File: config.mk
export PLATFORM = sky130hd
export DESIGN_NAME = alu_sequencer
export DESIGN_NICKNAME = d
export VERILOG_FILES = /design/src/rtl/nibbler_pkg.sv /design/src/rtl/alu_sequencer.sv
export SDC_FILE = /design/constraint.sdc
export NUM_CORES = 1
export LEC_CHECK = 0
export ABC_AREA = 1
export ABC_CLOCK_PERIOD_IN_PS = 3100
export CAP_MARGIN = 20
export CORE_MARGIN = 2
export CORE_UTILIZATION = 48
export CTS_BUF_LIST = sky130_fd_sc_hd__clkbuf_16
export DETAILED_ROUTE_END_ITERATION = 12
export GPL_ROUTABILITY_DRIVEN = 0
export PLACE_DENSITY_LB_ADDON = 0.2
export SLEW_MARGIN = 15
export SYNTH_ARGS = -nofsm -noshare
export SYNTH_HDL_FRONTEND = slang
export SYNTH_SLANG_ARGS = --single-unit
File: constraint.sdc
create_clock -name clk -period 3.1 [get_ports clk]
set_input_delay 0.465 -clock clk [delete_from_list [all_inputs] [get_ports clk]]
set_output_delay 0.465 -clock clk [all_outputs]
set_load 0.02 [all_outputs]
File: src/rtl/nibbler_pkg.sv
// Shared constants for the Nibbler 4-bit datapath: ALU select codes,
// opcode map and execute-stage state encoding. The ALU uses the same
// select constants.
package nibbler_pkg;

  localparam int WIDTH = 4;
  localparam int OPW   = 4;

  localparam logic [2:0] ALU_PASS_A = 3'd0;
  localparam logic [2:0] ALU_SUB    = 3'd1;
  localparam logic [2:0] ALU_PASS_B = 3'd2;
  localparam logic [2:0] ALU_ADD    = 3'd3;
  localparam logic [2:0] ALU_NAND   = 3'd4;

  localparam logic [OPW-1:0] OP_NOP   = 4'd0;
  localparam logic [OPW-1:0] OP_LIT   = 4'd1;
  localparam logic [OPW-1:0] OP_ADDI  = 4'd2;
  localparam logic [OPW-1:0] OP_CMPI  = 4'd3;
  localparam logic [OPW-1:0] OP_NANDI = 4'd4;
  localparam logic [OPW-1:0] OP_IN    = 4'd5;
  localparam logic [OPW-1:0] OP_OUT   = 4'd6;
  localparam logic [OPW-1:0] OP_JC    = 4'd7;
  localparam logic [OPW-1:0] OP_JZ    = 4'd8;
  localparam logic [OPW-1:0] OP_JNC   = 4'd9;
  localparam logic [OPW-1:0] OP_JNZ   = 4'd10;
  localparam logic [OPW-1:0] OP_ADC   = 4'd11;

  typedef enum logic [1:0] {
    ST_IDLE  = 2'd0,
    ST_EXEC  = 2'd1,
    ST_EXEC2 = 2'd2
  } seq_state_e;

endpackage

File: src/rtl/alu_sequencer.sv
// Execute-stage controller for the Nibbler datapath. Accepts one decoded
// instruction per valid/ready handshake, drives the external ALU and writes
// back accumulator, C/Z flags and the output port.
//
// Ports:
//   clk, reset                 clock, synchronous active-high reset
//   instr_valid/ready/op/imm   instruction handshake (ready only in IDLE)
//   in_port                    external input nibble (sampled in EXEC of IN)
//   alu_a/b/s                  ALU operand and select drive
//   alu_y/zero/cout            ALU result
//   acc, flag_c, flag_z        architectural state
//   out_port                   output register
//   done, branch_taken, illegal  one-cycle registered pulses
//
// state    | meaning
// ST_IDLE  | ready; ALU passes acc; retire pulses visible here
// ST_EXEC  | ALU runs the latched op; writeback at the end (except ADC)
// ST_EXEC2 | ADC only: add the pre-instruction carry to the partial sum
module alu_sequencer
  import nibbler_pkg::*;
(
  input  logic             clk,
  input  logic             reset,
  input  logic             instr_valid,
  output logic             instr_ready,
  input  logic [OPW-1:0]   instr_op,
  input  logic [WIDTH-1:0] instr_imm,
  input  logic [WIDTH-1:0] in_port,
  output logic [WIDTH-1:0] alu_a,
  output logic [WIDTH-1:0] alu_b,
  output logic [2:0]       alu_s,
  input  logic [WIDTH-1:0] alu_y,
  input  logic             alu_zero,
  input  logic             alu_cout,
  output logic [WIDTH-1:0] acc,
  output logic             flag_c,
  output logic             flag_z,
  output logic [WIDTH-1:0] out_port,
  output logic             done,
  output logic             branch_taken,
  output logic             illegal
);

  seq_state_e       state_q, state_d;
  logic [OPW-1:0]   op_q, op_d;
  logic [WIDTH-1:0] imm_q, imm_d;
  logic [WIDTH-1:0] t_q, t_d;
  logic             c1_q, c1_d;
  logic [WIDTH-1:0] acc_q, acc_d;
  logic             c_q, c_d;
  logic             z_q, z_d;
  logic [WIDTH-1:0] out_q, out_d;
  logic             done_q, done_d;
  logic             br_q, br_d;
  logic             ill_q, ill_d;

  always_ff @(posedge clk) begin
    if (reset) begin
      state_q <= ST_IDLE;
      op_q    <= '0;
      imm_q   <= '0;
      t_q     <= '0;
      c1_q    <= 1'b0;
      acc_q   <= '0;
      c_q     <= 1'b0;
      z_q     <= 1'b0;
      out_q   <= '0;
      done_q  <= 1'b0;
      br_q    <= 1'b0;
      ill_q   <= 1'b0;
    end else begin
      state_q <= state_d;
      op_q    <= op_d;
      imm_q   <= imm_d;
      t_q     <= t_d;
      c1_q    <= c1_d;
      acc_q   <= acc_d;
      c_q     <= c_d;
      z_q     <= z_d;
      out_q   <= out_d;
      done_q  <= done_d;
      br_q    <= br_d;
      ill_q   <= ill_d;
    end
  end

  always_comb begin
    state_d     = state_q;
    op_d        = op_q;
    imm_d       = imm_q;
    t_d         = t_q;
    c1_d        = c1_q;
    acc_d       = acc_q;
    c_d         = c_q;
    z_d         = z_q;
    out_d       = out_q;
    done_d      = 1'b0;
    br_d        = 1'b0;
    ill_d       = 1'b0;
    instr_ready = 1'b0;
    alu_a       = acc_q;
    alu_b       = '0;
    alu_s       = ALU_PASS_A;

    unique case (state_q)
      ST_IDLE: begin
        instr_ready = 1'b1;
        if (instr_valid) begin
          op_d    = instr_op;
          imm_d   = instr_imm;
          state_d = ST_EXEC;
        end
      end

      ST_EXEC: begin
        alu_b   = imm_q;
        state_d = ST_IDLE;
        done_d  = 1'b1;
        case (op_q)
          OP_NOP: ;
          OP_LIT: begin
            alu_s = ALU_PASS_B;
            acc_d = alu_y;
            z_d   = alu_zero;
          end
          OP_ADDI: begin
            alu_s = ALU_ADD;
            acc_d = alu_y;
            c_d   = alu_cout;
            z_d   = alu_zero;
          end
          OP_CMPI: begin
            alu_s = ALU_SUB;
            c_d   = alu_cout;
            z_d   = alu_zero;
          end
          OP_NANDI: begin
            alu_s = ALU_NAND;
            acc_d = alu_y;
            z_d   = alu_zero;
          end
          OP_IN: begin
            alu_s = ALU_PASS_B;
            alu_b = in_port;
            acc_d = alu_y;
            z_d   = alu_zero;
          end
          OP_OUT: begin
            alu_s = ALU_PASS_A;
            out_d = alu_y;
          end
          OP_JC:  br_d = c_q;
          OP_JZ:  br_d = z_q;
          OP_JNC: br_d = ~c_q;
          OP_JNZ: br_d = ~z_q;
          OP_ADC: begin
            alu_s   = ALU_ADD;
            t_d     = alu_y;
            c1_d    = alu_cout;
            state_d = ST_EXEC2;
            done_d  = 1'b0;
          end
          default: ill_d = 1'b1;
        endcase
      end

      ST_EXEC2: begin
        // c_q still holds the carry from before ADC: nothing writes it in EXEC.
        alu_s   = ALU_ADD;
        alu_a   = t_q;
        alu_b   = {{(WIDTH-1){1'b0}}, c_q};
        acc_d   = alu_y;
        c_d     = c1_q | alu_cout;
        z_d     = alu_zero;
        done_d  = 1'b1;
        state_d = ST_IDLE;
      end

      default: state_d = ST_IDLE;
    endcase
  end

  assign acc          = acc_q;
  assign flag_c       = c_q;
  assign flag_z       = z_q;
  assign out_port     = out_q;
  assign done         = done_q;
  assign branch_taken = br_q;
  assign illegal      = ill_q;

endmodule

### Word-level counts from Yosys, hierarchy flattened

Cells that the tools add are included.

| word-level totals | value |
|---|---|
| register bits after elaboration | 28 |
| bits in latches | 0 |
| RAM bits | 0 |
| bits in read-only memories | 0 |
| input port bits | 21 |
| output and inout port bits | 25 |
| logic and storage cells | 68 |
| memories | 0 |

| cells by class | value |
|---|---|
| add/subtract/negate cells | 0 |
| multiply operators | 0 |
| divide/modulo/power cells | 0 |
| order comparisons | 0 |
| equality and inequality tests | 17 |
| shifts and indexed selects | 0 |
| mux-type cells | 19 |
| bitwise operators | 4 |
| reduce and logical (&&, ||, !) cells | 16 |

Operator list:

| operator | number |
|---|---|
| $eq A4 B3 Y1 const B | 4 |
| $eq A4 B4 Y1 const B | 4 |
| $pmux W4 S2 | 2 |
| $mux W4 | 3 |
| $pmux W3 S4 | 1 |
| $reduce_and A2 Y1 | 6 |
| $reduce_or A12 Y1 | 1 |
| $eq A4 B2 Y1 const B | 2 |
| $ne A2 B2 Y1 const B | 4 |
| $reduce_or A2 Y1 | 4 |
| $pmux W1 S2 | 3 |
| $pmux W3 S2 | 1 |
| $mux W1 | 5 |
| $reduce_or A5 Y1 | 1 |
| $eq A4 B1 Y1 const B | 1 |
| $logic_not A4 Y1 | 1 |
| $mux W2 | 2 |
| $pmux W1 S4 | 1 |
| $pmux W2 S2 | 1 |
| $reduce_or A4 Y1 | 1 |
| $not A1 Y1 | 3 |
| $eq A2 B1 Y1 const B | 1 |
| $eq A2 B2 Y1 const B | 1 |
| $logic_not A2 Y1 | 1 |
| 2 further kinds | 2 |

### Depth between registers and ports, before layout

| logic depth | value |
|---|---|
| depth after elaboration | 4 |
| mapped depth | 9 |
| mapped depth without buffers | 8 |

### Least setup slack after synthesis

OpenSTA, ideal clock, no wires.

| timing path | value |
|---|---|
| path kind | reg2out |
| start | register state_q[0] |
| end | output port alu_s[2] |
| arrival time | 1.414 ns |
| data required time | 2.635 ns |
| setup slack | 1.221 ns |
| cell stages (with the launch flop) | 5 |
| path buffers | 0 |
| cells stage by stage | dfxtp_1 > inv_1 > ha_1 > nand2_1 > nor4_1 |

| between the ends | value |
|---|---|
| word-level cells in the longest chain between the ends | 2 |
| elaborated cells between the ends (all ways) | 3 |
| classes of those cells | 2 x eq/ne; 1 x mux |

RTL lines:

| item | RTL line | source |
|---|---|---|
| from (decl) | alu_sequencer.sv:44 | `seq_state_e state_q, state_d;` |
| from (signal assigned) | alu_sequencer.sv:72 | `state_q <= state_d;` |
| $eq A2 B2 Y1 or $eq A2 B1 Y1 (tied branches) | alu_sequencer.sv:105 | `unique case (state_q)` |
| $pmux W3 S2 * | alu_sequencer.sv:105 |  |
| to (decl) | alu_sequencer.sv:31 | `output logic [2:0] alu_s,` |

Every way passes the cells marked *; elsewhere a longest branch is shown, timed or not.

### Worst setup path in the final report

| timing path | value |
|---|---|
| start | register state_q[1] |
| end | output port alu_s[1] |

Same word-level chain as after synthesis.

==> flow_summary.toml <==
[die]
ios = 46
die_h_um = 57.77
placement_rows = 19
initial_utilization_pct = 50.32
dieArea_mm2 = 0.003337
coreArea_mm2 = 0.002758
die_w_um = 57.77

[synthesis]
synth_compound_area_share_pct = 18.21
synth-seq-area-share_pct = 40.40
synth_fa_ha_area_share_pct = 2.705
avgSynthCellArea_um2 = 6.769
syn-num-nets = 229
synth_top_area_share_pct = 40.40
synth-xor-area-share_pct = 0
netlist_instances = 205
synth_top_family_by_area = "simple AND/OR/NAND/NOR gates"
yosys_warnings = 0
ys_seq_elements = 28
synth.distinct_cells = 21
synthSimpleGateAreaFrac_pct = 26.42
synthMuxAreaShare_pct = 0
syn-cell-area_mm2 = 0.001388
synth_top_area_cell = "dfxtp_1"
synth.area.top_cells = "dfxtp_1 40%, nand2_1 8.7%, nor2_1 8.7%"

[cts]
htreeDepth = 1
clockBufferDepth = 2
cts_tree = "yes"
cts_resized = 0
cts_hold_buf = 0
cts_made_buffers = 3
root_buffer = "clkbuf_16"
cts_setup_buffers = 0
clk_latency_ps = 270
clk_pin_slew_ps = 70
cts.sinks = 28

[pwr]
vdd_drop_max_mv = 0.4202
power.leakage_uw = 0.0008120
power.density_mw_per_mm2 = 512.7

[routing]
drtAntennaViolNets = 0
drc = 0
dr.pass1.iters = 5
vias = 1411
wire_per_inst_um = 11.76
wl_um = 3268
drtIter0Drc = 48
via_per_inst = 5.076

[critical_path]
start_kind = "register"
reg2reg_setup_slack_ps = 1370
worst_setup_path_end_kind = "primary output"
arrival_ps = 2300
r2r_start = "state_q[0]"
rr_endpoint = "flag_c"
required_ps = 2630
crit_fanout = 12
reg2regPathDepth = 7
crit_type = "reg2out"

[finish]
num-fill-cells = 251
drive_above_1_share_pct = 6.073
fin_util_pct = 70.19
syn2layout_area_growth_pct = 39.50
diodes = 0
nets = 272

[hold_path]
worstHoldStart = "t_q[0]"
holdPathEnd = "t_q[0]"
min_path_cells = 2
hp-class = "reg2reg"

[timing]
max_slew.worst_pin.slew_ps = 674.3
final.min_clock_period_ps = 2762
fmax_mhz = 362.1
setup_viol = 0
fin_crit_sh_pct = 89.09
finalClockSkew_ps = 6.680
drv_slew = 0
rsz0062_at_grt = "no"
maxSlewHeadroom_pct = 55.00
hold_viol_final = 0
tns_ps = 0

[flow_run]
maxCapViolCount = 0

[global_routing]
grt_pass1_vias = 1306
grt.total_usage_pct = 21.19
grt.overflow.total = 0
grt_max_degree = 26
antenna_found_initial = 0
grt_pass1_wl_um = 5589

[place]
portBuffers = 45
hpwl_um = 2424

[outcome]
status = "complete, no violations"
cell usage in the layout (no fill, tap or decap), drive strengths merged:
master,instances
clkdlybuf4s50,45
nor2,34
nand2,33
inv,33
dfxtp,28
o21ai,27
a21oi,22
nand3,13
nor3,3
ha,3
clkbuf,3
nor4,1
or2,1
bufinv,1
worst max-delay path by stage:
stage	endpoint	startpoint	cells after the start
after floorplan	alu_s[2]	state_q[0]	4
after global placement	alu_s[1]	state_q[1]	7
after detailed placement	alu_s[1]	state_q[1]	7
after CTS	alu_s[1]	state_q[1]	7
after global routing	alu_s[1]	state_q[1]	7
final	alu_s[1]	state_q[1]	7
final cells by class:
class	instances	area [um2]	area share, %
Clock buffer	3	75.07	3.878
Inverter	33	123.9	6.399
Sequential cell	28	560.5	28.96
Timing Repair Buffer	45	450.4	23.27
Tap cell	31	38.79	2.004
Clock inverter	1	30.03	1.551
Multi-Input combinational cell	137	656.9	33.94
kinds of logic after synthesis:
kind of cell,Yosys count
flip-flops,28
buffers and inverters,40
AND/OR/NAND/NOR,85
AO/OA/AOI/OAI,49
adder cells (fa/ha/maj),3
through the flow:
step | cell area, um2 | total power [uW] | instances | setup slack (ps) | hold WS, ps
detailed placement | 1831 | 618.8 | 274 | 681.2 | 435.5
floorplan | 1388 | 532.3 | 205 | 1221 | 421.5
global placement | 1831 | 615.1 | 274 | 731.8 | 435.2
CTS | 1936 | 996.0 | 278 | 345.1 | 446.3
finish | 1936 | 992.4 | 278 | 338.3 | 446.5
global route | 1936 | 1038 | 278 | 179.1 | 469.1
flip-flops by register name (all words and copies together), names as in the netlist:
register / cells
imm_q: 4
t_q: 4
op_q: 4
acc: 4
illegal: 1
done: 1
branch_taken: 1
flag_c: 1
c1_q: 1
state_q: 2
out_port: 4
flag_z: 1
synthesized netlist by cell type, drive strengths merged:
master	number
nand3	13
clkbuf	3
ha	3
a21oi	22
dfxtp	28
nor3	3
inv	33
nand2	33
o21ai	27
nor4	1
buf	4
or2	1
nor2	34
report_power, final:
part | switching (uW) | internal (uW) | leakage, uW
logic | 120 | 93.0 | 0.000532
registers | 17.7 | 383 | 0.000229
clock network | 122 | 257 | 0.0000511
critical path, cell delays in order (launching register included):
cell and delay, ps:
dfxtp_1 320, inv_1 70, ha_1 390, nand3_2 280, nand2_1 120, inv_1 40, a21oi_1 170, clkdlybuf4s50_1 630
metal layers:
metal | up-vias | share of wire, % | GRT usage (%)
li1 | 733 | - | -
met1 | 628 | 48 | 28.37
met2 | 43 | 45 | 34.74
met3 | 7 | 5.3 | 2.902
met4 | 0 | 1.7 | 7.973
met5 | - | 0 | 0
(Power assumes the default switching activity.)
